### src/rtl/synth_pkg.sv
// Shared constants for the tone synthesiser path: quadrant codes, wave
// selects and the default phase/address widths.
package synth_pkg;

  localparam logic [1:0] Q0 = 2'd0;
  localparam logic [1:0] Q1 = 2'd1;
  localparam logic [1:0] Q2 = 2'd2;
  localparam logic [1:0] Q3 = 2'd3;

  localparam logic WAVE_SINE = 1'b0;
  localparam logic WAVE_SAW  = 1'b1;

  localparam int DEF_PHASE_W = 24;
  localparam int DEF_ADDR_W  = 10;

endpackage

### src/rtl/dds_wave_addr_gen_if.sv
// Control/address bundle between the note decoder and the wave address generator.
// master = controller side, slave = generator side.
interface dds_wave_addr_gen_if
  import synth_pkg::*;
#(
  parameter int PHASE_W = DEF_PHASE_W,
  parameter int ADDR_W  = DEF_ADDR_W
);
  logic               en;
  logic               sample_tick;
  logic               tune_load;
  logic [PHASE_W-1:0] tune_word;
  logic               phase_clr;
  logic               wave_sel;
  logic [ADDR_W-1:0]  rom_addr;
  logic               addr_valid;
  logic               neg;
  logic               data_valid;
  logic [1:0]         quadrant;

  modport master (
    output en, sample_tick, tune_load, tune_word, phase_clr, wave_sel,
    input  rom_addr, addr_valid, neg, data_valid, quadrant
  );

  modport slave (
    input  en, sample_tick, tune_load, tune_word, phase_clr, wave_sel,
    output rom_addr, addr_valid, neg, data_valid, quadrant
  );
endinterface

### src/rtl/dds_wave_addr_gen_quarter_fold.sv
// Combinational quarter-wave fold: odd quadrants mirror the index, the
// upper half of the cycle carries a negative sign.
module quarter_fold
  import synth_pkg::*;
#(
  parameter int ADDR_W = DEF_ADDR_W
) (
  input  logic [1:0]        q,
  input  logic [ADDR_W-1:0] idx,
  output logic [ADDR_W-1:0] addr,
  output logic              sign
);
  always_comb begin
    addr = ((q == Q1) || (q == Q3)) ? ~idx : idx;
    sign = (q == Q2) || (q == Q3);
  end
endmodule

### src/rtl/dds_wave_addr_gen.sv
// Phase accumulator -> waveform ROM address; addr_valid 1 cycle after a tick,
// neg/data_valid a further ROM_LAT cycles later. Never stalls.
module dds_wave_addr_gen
  import synth_pkg::*;
#(
  parameter int PHASE_W = DEF_PHASE_W,
  parameter int ADDR_W  = DEF_ADDR_W,
  parameter int ROM_LAT = 1
) (
  input logic               clk,
  input logic               rst,
  dds_wave_addr_gen_if.slave bus
);
  if ((ROM_LAT < 1) || (ROM_LAT > 4)) begin : g_bad_rom_lat
    $error("dds_wave_addr_gen: ROM_LAT must be in 1..4");
  end
  if (PHASE_W < ADDR_W + 2) begin : g_bad_widths
    $error("dds_wave_addr_gen: PHASE_W must be at least ADDR_W + 2");
  end

  logic [PHASE_W-1:0] tune_q, tune_d;
  logic [PHASE_W-1:0] phase_q, phase_d;
  logic               adv_q, adv_d;
  logic [ADDR_W-1:0]  rom_addr_q, rom_addr_d;
  logic [1:0]         quad_q, quad_d;
  logic               sign_q, sign_d;
  logic               addr_valid_q, addr_valid_d;
  logic [ROM_LAT-1:0] dly_vld_q, dly_vld_d;
  logic [ROM_LAT-1:0] dly_sign_q, dly_sign_d;

  logic [1:0]         cur_q;
  logic [ADDR_W-1:0]  fold_addr;
  logic               fold_sign;

  assign cur_q = phase_q[PHASE_W-1 -: 2];

  quarter_fold #(.ADDR_W(ADDR_W)) u_fold (
    .q   (cur_q),
    .idx (phase_q[PHASE_W-3 -: ADDR_W]),
    .addr(fold_addr),
    .sign(fold_sign)
  );

  always_comb begin
    tune_d       = tune_q;
    phase_d      = phase_q;
    adv_d        = 1'b0;
    rom_addr_d   = rom_addr_q;
    quad_d       = quad_q;
    sign_d       = sign_q;
    addr_valid_d = adv_q;

    // A tick sampled together with a load still uses the old tune_q.
    if (bus.tune_load) tune_d = bus.tune_word;

    if (bus.phase_clr) begin
      phase_d = '0;
    end else if (bus.en && bus.sample_tick) begin
      phase_d = phase_q + tune_q;
      adv_d   = 1'b1;
    end

    if (adv_q) begin
      quad_d = cur_q;
      if (bus.wave_sel == WAVE_SAW) begin
        rom_addr_d = phase_q[PHASE_W-1 -: ADDR_W];
        sign_d     = 1'b0;
      end else begin
        rom_addr_d = fold_addr;
        sign_d     = fold_sign;
      end
    end

    // Stage 0 takes the address-stage flags; the top stage lines up with ROM data.
    dly_vld_d  = ROM_LAT'({dly_vld_q, addr_valid_q});
    dly_sign_d = ROM_LAT'({dly_sign_q, sign_q});
  end

  always_ff @(posedge clk or posedge rst) begin
    if (rst) begin
      tune_q       <= '0;
      phase_q      <= '0;
      adv_q        <= 1'b0;
      rom_addr_q   <= '0;
      quad_q       <= '0;
      sign_q       <= 1'b0;
      addr_valid_q <= 1'b0;
      dly_vld_q    <= '0;
      dly_sign_q   <= '0;
    end else begin
      tune_q       <= tune_d;
      phase_q      <= phase_d;
      adv_q        <= adv_d;
      rom_addr_q   <= rom_addr_d;
      quad_q       <= quad_d;
      sign_q       <= sign_d;
      addr_valid_q <= addr_valid_d;
      dly_vld_q    <= dly_vld_d;
      dly_sign_q   <= dly_sign_d;
    end
  end

  assign bus.rom_addr   = rom_addr_q;
  assign bus.addr_valid = addr_valid_q;
  assign bus.quadrant   = quad_q;
  assign bus.data_valid = dly_vld_q[ROM_LAT-1];
  assign bus.neg        = dly_sign_q[ROM_LAT-1];
endmodule

### src/flat_wrapper.sv
// flat-port wrapper written by rule: the top's interface ports become plain ports
module dds_wave_addr_gen_flat import synth_pkg::*;
#(
  parameter int PHASE_W = DEF_PHASE_W,
  parameter int ADDR_W  = DEF_ADDR_W,
  parameter int ROM_LAT = 1
)
  (clk, rst, bus_en, bus_sample_tick, bus_tune_load, bus_tune_word, bus_phase_clr, bus_wave_sel, bus_rom_addr, bus_addr_valid, bus_neg, bus_data_valid, bus_quadrant);
  dds_wave_addr_gen_if #(.PHASE_W(PHASE_W), .ADDR_W(ADDR_W)) bus_i ();
  input logic clk;
  input logic rst;
  input wire logic [$bits(bus_i.en)-1:0] bus_en;
  input wire logic [$bits(bus_i.sample_tick)-1:0] bus_sample_tick;
  input wire logic [$bits(bus_i.tune_load)-1:0] bus_tune_load;
  input wire logic [$bits(bus_i.tune_word)-1:0] bus_tune_word;
  input wire logic [$bits(bus_i.phase_clr)-1:0] bus_phase_clr;
  input wire logic [$bits(bus_i.wave_sel)-1:0] bus_wave_sel;
  output wire logic [$bits(bus_i.rom_addr)-1:0] bus_rom_addr;
  output wire logic [$bits(bus_i.addr_valid)-1:0] bus_addr_valid;
  output wire logic [$bits(bus_i.neg)-1:0] bus_neg;
  output wire logic [$bits(bus_i.data_valid)-1:0] bus_data_valid;
  output wire logic [$bits(bus_i.quadrant)-1:0] bus_quadrant;
  assign bus_i.en = bus_en;
  assign bus_i.sample_tick = bus_sample_tick;
  assign bus_i.tune_load = bus_tune_load;
  assign bus_i.tune_word = bus_tune_word;
  assign bus_i.phase_clr = bus_phase_clr;
  assign bus_i.wave_sel = bus_wave_sel;
  assign bus_rom_addr = bus_i.rom_addr;
  assign bus_addr_valid = bus_i.addr_valid;
  assign bus_neg = bus_i.neg;
  assign bus_data_valid = bus_i.data_valid;
  assign bus_quadrant = bus_i.quadrant;
  dds_wave_addr_gen #(.PHASE_W(PHASE_W), .ADDR_W(ADDR_W), .ROM_LAT(ROM_LAT)) u_core (.clk(clk), .rst(rst), .bus(bus_i));
endmodule
### config.mk
export PLATFORM = sky130hd
export DESIGN_NAME = dds_wave_addr_gen_flat
export DESIGN_NICKNAME = d
export VERILOG_FILES = /design/src/rtl/synth_pkg.sv /design/src/rtl/dds_wave_addr_gen_if.sv /design/src/rtl/dds_wave_addr_gen_quarter_fold.sv /design/src/rtl/dds_wave_addr_gen.sv /design/src/flat_wrapper.sv
export SDC_FILE = /design/constraint.sdc
export NUM_CORES = 1
export LEC_CHECK = 0
export ABC_AREA = 0
export CORE_MARGIN = 5
export CORE_UTILIZATION = 61
export DETAILED_ROUTE_END_ITERATION = 7
export DONT_BUFFER_PORTS = 1
export PLACE_DENSITY = 0.77
export SLEW_MARGIN = 10
export SYNTH_ARGS = -nofsm -noshare
export SYNTH_HDL_FRONTEND = slang
export SYNTH_SLANG_ARGS = --single-unit
### constraint.sdc
create_clock -name clk -period 2.8 [get_ports clk]
set_input_delay 0.42 -clock clk [delete_from_list [all_inputs] [get_ports clk]]
set_output_delay 0.42 -clock clk [all_outputs]
set_load 0.05 [all_outputs]
**Word level (Yosys, flattened, before mapping)**

Index checks and enable logic that the tools add are counted.

- Register bits after elaboration: 65

- Add/subtract/negate cells: 1
- Equal/unequal tests: 3
- Multiplexer cells: 7
- Bitwise gates (word level): 1
- Reductions and logical operators: 4

Operators with widths:

| cell | number |
|---|---|
| 2-to-1 mux 24 bit | 2 |
| adder 24 bit | 1 |
| 2-to-1 mux 10 bit | 2 |
| inverter 10 bit | 1 |
| equality test 2 bit (second input constant) | 2 |
| 2-to-1 mux 1 bit | 3 |
| equality test 2 x 1 -> 1 bit (second input constant) | 1 |
| logical OR 1 bit | 2 |
| nonzero test 2 bit | 1 |
| logical AND 1 bit | 1 |

**Depth between registers and ports, before layout**

Gate-level depths: netlist of the first run.

- Word-level depth: 4
- Depth in mapped cells: 8
- Mapped depth without buffers: 8

**Hierarchy**

From an unflattened synthesis of the first run, not the netlist that was laid out.

- Cells, all modules: 392
- Area total of the unflattened synthesis: 3871.2 µm²

By module, submodules not included:

| module | instances | cells an instance | area an instance (µm²) | sequential area each (µm²) |
|---|---|---|---|---|
| dds_wave_addr_gen | 1 | 380 | 3768.6 | 1626.6 |
| quarter_fold | 1 | 12 | 102.6 | 0.0 |

**Worst setup path before layout of the first run**

Ideal clock, no wire load.

- Path type: register to register
- Start: register u_core.phase_q[0]
- End: register u_core.phase_q[8]
- Data arrival time: 2.137 ns
- Data required time: 2.674 ns
- Path slack: 0.537 ns
- Stages on the path, launching flop included: 9
- Period minus slack after synthesis: 2.263 ns
- Path through: dfrtp_1 > ha_1 > fa_1 > a21o_1 > a221oi_4 > o21ai_2 > a21oi_1 > nor4_1 > a311o_1

- Word-level cells in the longest chain between the ends: 3

RTL lines:

| what | line | source |
|---|---|---|
| start: declaration | dds_wave_addr_gen.sv:22 | `logic [PHASE_W-1:0] phase_q, phase_d;` |
| start signal: assignment | dds_wave_addr_gen.sv:92 | `phase_q <= phase_d;` |
| adder 24 bit | dds_wave_addr_gen.sv:59 | `phase_d = phase_q + tune_q;` |
| 2-to-1 mux 24 bit | dds_wave_addr_gen.sv:58 | `end else if (bus.en && bus.sample_tick) begin` |
| 2-to-1 mux 24 bit | dds_wave_addr_gen.sv:56 | `if (bus.phase_clr) begin` |

No other way between the ends. The select of a mux whose other input is x is not followed.
A chain may end at the register's enable or synchronous reset.

**Final worst setup path of the first run**

- Start: register u_core.phase_q[0]
- End: register u_core.phase_q[16]

The elaborated chain is that of the path after synthesis.

==> results of run 1 <==
==> worst min-delay path by stage <==
stage                                              from                         endpoint  slack, ps  cells past startpoint
after floorplan           u_core.addr_valid_d$_DFF_PP0_  u_core.bus.addr_valid$_DFF_PP0_        350                      0
after global placement    u_core.dly_sign_d$_DFFE_PP0P_         u_core.bus.neg$_DFF_PP0_        360                      0
after detailed placement  u_core.dly_sign_d$_DFFE_PP0P_         u_core.bus.neg$_DFF_PP0_        370                      0
after CTS                                           rst    u_core.phase_q[9]$_DFFE_PP0P_        100                      1
after global routing                      bus_phase_clr    u_core.phase_q[7]$_DFFE_PP0P_        110                      1
final                                               rst    u_core.phase_q[2]$_DFFE_PP0P_         70                      1
==> cell usage in the layout, fill, tap and decap left out, types with 4 or more instances in the layout <==
| master | count |
|---|---|
| a211o_1 | 4 |
| a211oi_1 | 10 |
| a21o_1 | 8 |
| a21oi_1 | 29 |
| buf_4 | 5 |
| clkbuf_8 | 9 |
| dfrtp_1 | 65 |
| ha_1 | 23 |
| inv_1 | 13 |
| mux2_2 | 35 |
| nand2_1 | 41 |
| nand3_1 | 11 |
| nand4_1 | 7 |
| nor2_1 | 15 |
| nor3_1 | 6 |
| o211ai_1 | 6 |
| o21ai_0 | 16 |
| o21ai_1 | 4 |
| xnor2_1 | 17 |
| xor2_1 | 7 |
==> state kept, by name, indices dropped and copies added (netlist names) <==
register,cells
u_core.bus.rom_addr,10
u_core.bus.quadrant,2
u_core.bus.neg,1
u_core.bus.addr_valid,1
u_core.tune_q,24
u_core.dly_sign_d,1
u_core.phase_q,24
u_core.addr_valid_d,1
u_core.bus.data_valid,1
==> synth_stat cells, drive strengths merged, types with 7 or more instances <==
cell | instances | area, µm²
a211oi | 11 | 87.6
a21o | 8 | 60.1
a21oi | 30 | 154
buf | 8 | 40.0
clkbuf | 11 | 41.3
dfrtp | 65 | 1630
ha | 23 | 288
inv | 14 | 52.6
mux2 | 35 | 394
nand2 | 41 | 154
nand3 | 11 | 55.1
nand4 | 7 | 43.8
nor2 | 15 | 56.3
o211ai | 9 | 82.6
o21ai | 21 | 109
xnor2 | 17 | 149
xor2 | 7 | 61.3
==> metal layers <==
metal | vias to the layer above | wire (µm)
met2 | 98 | 3740
met4 | 0 | 187
met5 | - | 0
met3 | 19 | 691
met1 | 1382 | 3850
li1 | 1414 | -
==> critical path, delay by kind of cell (launching register included) <==
family / cells / cell delay [ps]
adders and majority gates: 2 / 650
xor gates and xnor gates: 1 / 200
DFF: 1 / 390
AOI/OAI and AO/OA: 5 / 1140
==> power by group through the flow <==
stage	Combinational (mW)	Clock, mW	Sequential [mW]
after floorplan	0.520	0	1.24
after global placement	0.590	0	1.26
after detailed placement	0.610	0	1.27
after CTS	0.613	0.990	1.25
after global routing	0.694	1.03	1.26
final	0.616	0.979	1.25
==> logic make-up (layout without fill, tap and decap cells) <==
logic type	Yosys count	after routing	synth area share, %
AO/OA/AOI/OAI	104	104	18.9
AND/OR/NAND/NOR	102	102	12.7
flip-flops	65	65	41.6
multiplexers	35	35	10.1
buffers and inverters	33	35	3.42
adder cells (fa/ha/maj)	24	24	7.87
XOR/XNOR	24	24	5.37
==> layout make-up <==
cell class	count	area share [%]
well taps	77	2.29
inverters	14	1.25
clock inverters	7	2.83
flip-flops and latches	65	38.7
clock buffers	9	2.94
multi-input cells	289	51.1
repair buffers	5	0.892
==> through the flow <==
step / area (µm²) / hold WS, ps / instances
floorplan: 3910 / 352 / 387
global placement: 3960 / 361 / 450
detailed placement: 3960 / 366 / 450
CTS: 4210 / 98.1 / 466
global route: 4210 / 106 / 466
finish: 4210 / 74.8 / 466
==> qor.yml, run 1 <==
grt_pass1_vias: 2980
avgSynthCellArea_um2: 10.1
swShare_pct: 33.2
viasPerCell: 6.25
drt-total-wl_um: 8470
placementRows: 29
grt_pass1_wl_um: 14500
power.density_nw_per_um2: 676
multi_input_area_um2: 2150
root_buffer: "clkbuf_8"
grt_use_total_pct: 22.0
irDropWorstVdd_mv: 0.413
cts_tree: "done"
hpwl_um: 6120
firstDrtPassIters: 4
syn_nets: 442
fin_nets: 439
vias: 2913
register_area_um2: 1630
fp.coreArea_um2: 6280
ys_types: 54
hold_path.class: "in -> async"
synthFlopType: "dfrtp_1"
ios: 46
p_comb_share_pct: 21.7
post_cts_buffers: 0
wire_per_inst_um: 18.2
syn_to_final_growth_pct: 7.55
r2r-end: "u_core.phase_q[16]$_DFFE_PP0P_"
place_ws_ps: 331
crit_path_end: "u_core.phase_q[16]$_DFFE_PP0P_"
ctsHoldBuffers: 0
seqPwrFrac_pct: 43.9
final-setup-viol-count: 0
crit_start: "u_core.phase_q[0]$_DFFE_PP0P_"
setup_tns_ps: 0
synthArstFlopShare_pct: 100
worstSetupStartpointType: "flip-flop"
switchingPower_mw: 0.943
drtAntennaViolNets: 0
grt-busiest-layer: "met2"
reg2reg_depth: 8
rrSetupSlack_ps: 290
die_height_um: 90.1
numPortBuffers: 0
cts_buffer_depth: 2
status: "complete, no violations"
grt_setup_unrepaired: "no"
worstMarginPinSlew_ps: 757
fin_crit_ps: 2510
p_total_mw: 2.84
synth_edf_count: 0
initial_core_util_pct: 62.3
final_core_util_pct: 67.0
cpMaxStageDelayCell: "fa_1"
overflow: 0
grt_start_max_net_pins: 36
arrival_ps: 2730
cts_buffers: 9
syn-instance-count: 387
clkTransAtPathRegs_ps: 70
post_cts_resize_count: 0
crit_chain: "ha_1, fa_1, a21o_1, a221oi_4, o211ai_2, a41oi_2, xor2_1, o21ai_1"
critPathMaxFanout: 5
clkPwrFrac_pct: 34.4
max_stage_delay_ps: 410
period_share_pct: 89.6
relSlewSlack_pct: 49.4
cap_violations: 0
die_w_um: 90.1
hold_violations: 0
yosys_warnings: 0
h-tree-depth: 3
drc: 0
fmax_ghz: 0.399
worst-setup-path-type: "reg -> reg"
synth-seq-area-share_pct: 41.6
gp_congestion: 0.946
grt_use_met3_pct: 5.59
clkLatencyLatePin_ps: 350
clkSinkCount: 65
worst_slack_ps: 292
slew_viol_final: 0
n_antenna_cell: 0
r2r-start: "u_core.phase_q[0]$_DFFE_PP0P_"
p_int_mw: 1.90
antenna_found_initial: 0
use_met1_pct: 29.9
nFillCells: 503
drt_iter0_drc: 189
synth_area_um2: 3910
cp-end-kind: "flip-flop"
met2_usage_pct: 32.7
layout-drive-gt1-share_pct: 18.3
skew_ps: 11.5
die_area_um2: 8110
ys_seq_elements: 65
cp.required_ps: 3030
p_leak_nw: 1.83
Power figures use the tool's default switching activity.
==> inputs of run 2 (changes only) <==
--- a/config.mk
+++ b/config.mk
@@ -7,10 +7,9 @@
 export LEC_CHECK = 0
 export ABC_AREA = 0
 export CORE_MARGIN = 5
-export CORE_UTILIZATION = 61
+export CORE_UTILIZATION = 30
 export DETAILED_ROUTE_END_ITERATION = 7
 export DONT_BUFFER_PORTS = 1
-export PLACE_DENSITY = 0.77
 export SLEW_MARGIN = 10
 export SYNTH_ARGS = -nofsm -noshare
 export SYNTH_HDL_FRONTEND = slang
==> qor.yml, run 2 (same netlist as run 1, synthesis figures left out) <==
cap_violations: 0  # unchanged
final-setup-viol-count: 0  # unchanged
met2_usage_pct: 19.6  # was 32.7%
cts_buffers: 9  # unchanged
holdPathEnd: "u_core.phase_q[14]$_DFFE_PP0P_"
antenna_found_initial: 1  # was 0
use_met1_pct: 16.3  # was 29.9%
fin_crit_ps: 2460  # was 2510 ps
h-tree-depth: 3  # unchanged
r2r-start: "u_core.phase_q[0]$_DFFE_PP0P_"  # unchanged
overflow: 0  # unchanged
fp.coreArea_um2: 12700  # was 6280 µm²
die_height_um: 124  # was 90.1 µm
relSlewSlack_pct: 56.3  # was 49.4%
worstSetupStartpointType: "flip-flop"  # unchanged
grt_start_max_net_pins: 27  # was 36
cp-end-kind: "flip-flop"  # unchanged
placementRows: 41  # was 29
ios: 46  # unchanged
power.density_nw_per_um2: 714  # was 676 nW/µm²
die_w_um: 124  # was 90.1 µm
cts_buffer_depth: 2  # unchanged
clkLatencyLatePin_ps: 330  # was 350 ps
vias: 2887  # was 2913
hold_violations: 0  # unchanged
firstDrtPassIters: 4  # unchanged
die_area_um2: 15400  # was 8110 µm²
drt_iter0_drc: 105  # was 189
setup_tns_ps: 0  # unchanged
grt_pass1_vias: 2960  # was 2980
grt_pass1_wl_um: 15000  # was 14500 µm
ctsHoldBuffers: 1  # was 0
layout_commonest_cell: "dfrtp_1"  # unchanged
worstMarginPinSlew_ps: 653  # was 757 ps
period_share_pct: 88.0  # was 89.6%
status: "complete, no violations"  # unchanged
hold_path.class: "in -> reg"  # was in -> async
r2r-end: "u_core.phase_q[8]$_DFFE_PP0P_"  # was u_core.phase_q[16]$_DFFE_PP0P_
nFillCells: 1332  # was 503
grt_setup_unrepaired: "no"  # unchanged
post_cts_buffers: 0  # unchanged
hold_depth: 1
layout-drive-gt1-share_pct: 18.4  # was 18.3%
cts_tree: "done"  # unchanged
layout_common_cells: "dfrtp_1 (65), nand2_1 (41), mux2_2 (35), a21oi_1 (29), ha_1 (23)"  # unchanged
slew_viol_final: 0  # unchanged
gp_congestion: 0.862  # was 0.946
root_buffer: "clkbuf_16"  # was clkbuf_8
irDropWorstVdd_mv: 0.403  # was 0.413 mV
drc: 0  # unchanged
worst-setup-path-type: "reg -> reg"  # unchanged
multi_input_area_um2: 2150  # unchanged
fmax_ghz: 0.406  # was 0.399 GHz
reg2reg_depth: 8  # unchanged
fin_nets: 441  # was 439
rrSetupSlack_ps: 340  # was 290 ps
n_antenna_cell: 0  # unchanged
grt-busiest-layer: "met2"  # unchanged
hold_start: "bus_phase_clr"
numPortBuffers: 0  # unchanged
drtAntennaViolNets: 0  # unchanged
clkTransAtPathRegs_ps: 60  # was 70 ps
skew_ps: 8.40  # was 11.5 ps
post_cts_resize_count: 0  # unchanged
register_area_um2: 1630  # unchanged
grt_use_total_pct: 12.5  # was 22.0%
drt-total-wl_um: 8960  # was 8470 µm
p_leak_nw: 1.90  # was 1.83 nW
arrival_ps: 2680  # was 2730 ps
viasPerCell: 5.13  # was 6.25
wire_per_inst_um: 15.9  # was 18.2 µm
initial_core_util_pct: 30.7  # was 62.3%
hpwl_um: 6690  # was 6120 µm
syn_to_final_growth_pct: 13.8  # was 7.55%
clkSinkCount: 65  # unchanged
critPathMaxFanout: 5  # unchanged
cp.required_ps: 3020  # was 3030 ps
final_core_util_pct: 35.0  # was 67.0%
grt_use_met3_pct: 4.22  # was 5.59%
==> run 2: stage by stage <==
stage          setup slack [ps]  instances  hold WS, ps  cell area (µm²)  total power [mW]
2_1_floorplan               537        387          352             3910              1.76
3_3_place_gp                397        546          328             4090              1.87
3_5_place_dp                356        546          328             4090              1.88
4_1_cts                     343        563          138             4450              3.22
5_1_grt                     149        563          134             4450              3.35
6_report                    337        563          149             4450              3.18
==> run 2: worst max-delay path by stage <==
stage | from | slack [ps] | end | cells after the start
after floorplan | u_core.phase_q[0]$_DFFE_PP0P_ | 540 | u_core.phase_q[8]$_DFFE_PP0P_ | 8
after global placement | u_core.phase_q[0]$_DFFE_PP0P_ | 400 | u_core.phase_q[16]$_DFFE_PP0P_ | 8
after detailed placement | u_core.phase_q[0]$_DFFE_PP0P_ | 360 | u_core.phase_q[8]$_DFFE_PP0P_ | 8
after CTS | u_core.phase_q[0]$_DFFE_PP0P_ | 340 | u_core.phase_q[8]$_DFFE_PP0P_ | 8
after global routing | u_core.phase_q[0]$_DFFE_PP0P_ | 150 | u_core.phase_q[8]$_DFFE_PP0P_ | 8
final | u_core.phase_q[0]$_DFFE_PP0P_ | 340 | u_core.phase_q[8]$_DFFE_PP0P_ | 8
==> run 2: layout make-up <==
cell class	instances	area share [%]
repair buffers	7	1.24
inverters	14	1.18
multi-input cells	289	48.3
clock inverters	7	2.81
well taps	172	4.84
clock buffers	9	5.06
flip-flops and latches	65	36.5
==> run 2: where the power goes <==
group	leakage (nW)	total (mW)	internal (mW)	switching, mW
combinational	0.896	0.615	0.274	0.341
clock	0.171	1.31	0.878	0.435
sequential	0.832	1.25	1.04	0.213
==> run 2: routing by layer <==
metal,wire length (µm),up-vias
met5,13,-
met4,130,2
met3,598,13
met2,4090,65
met1,4130,1384
li1,-,1423
==> run 2: worst max-delay path, stage by stage, from the launching register on <==
cell	delay [ps]
dfrtp_1	380
ha_1	240
fa_1	420
a21o_1	210
a221oi_4	400
o21ai_2	110
a21oi_1	210
nor4_1	70
a311o_1	310
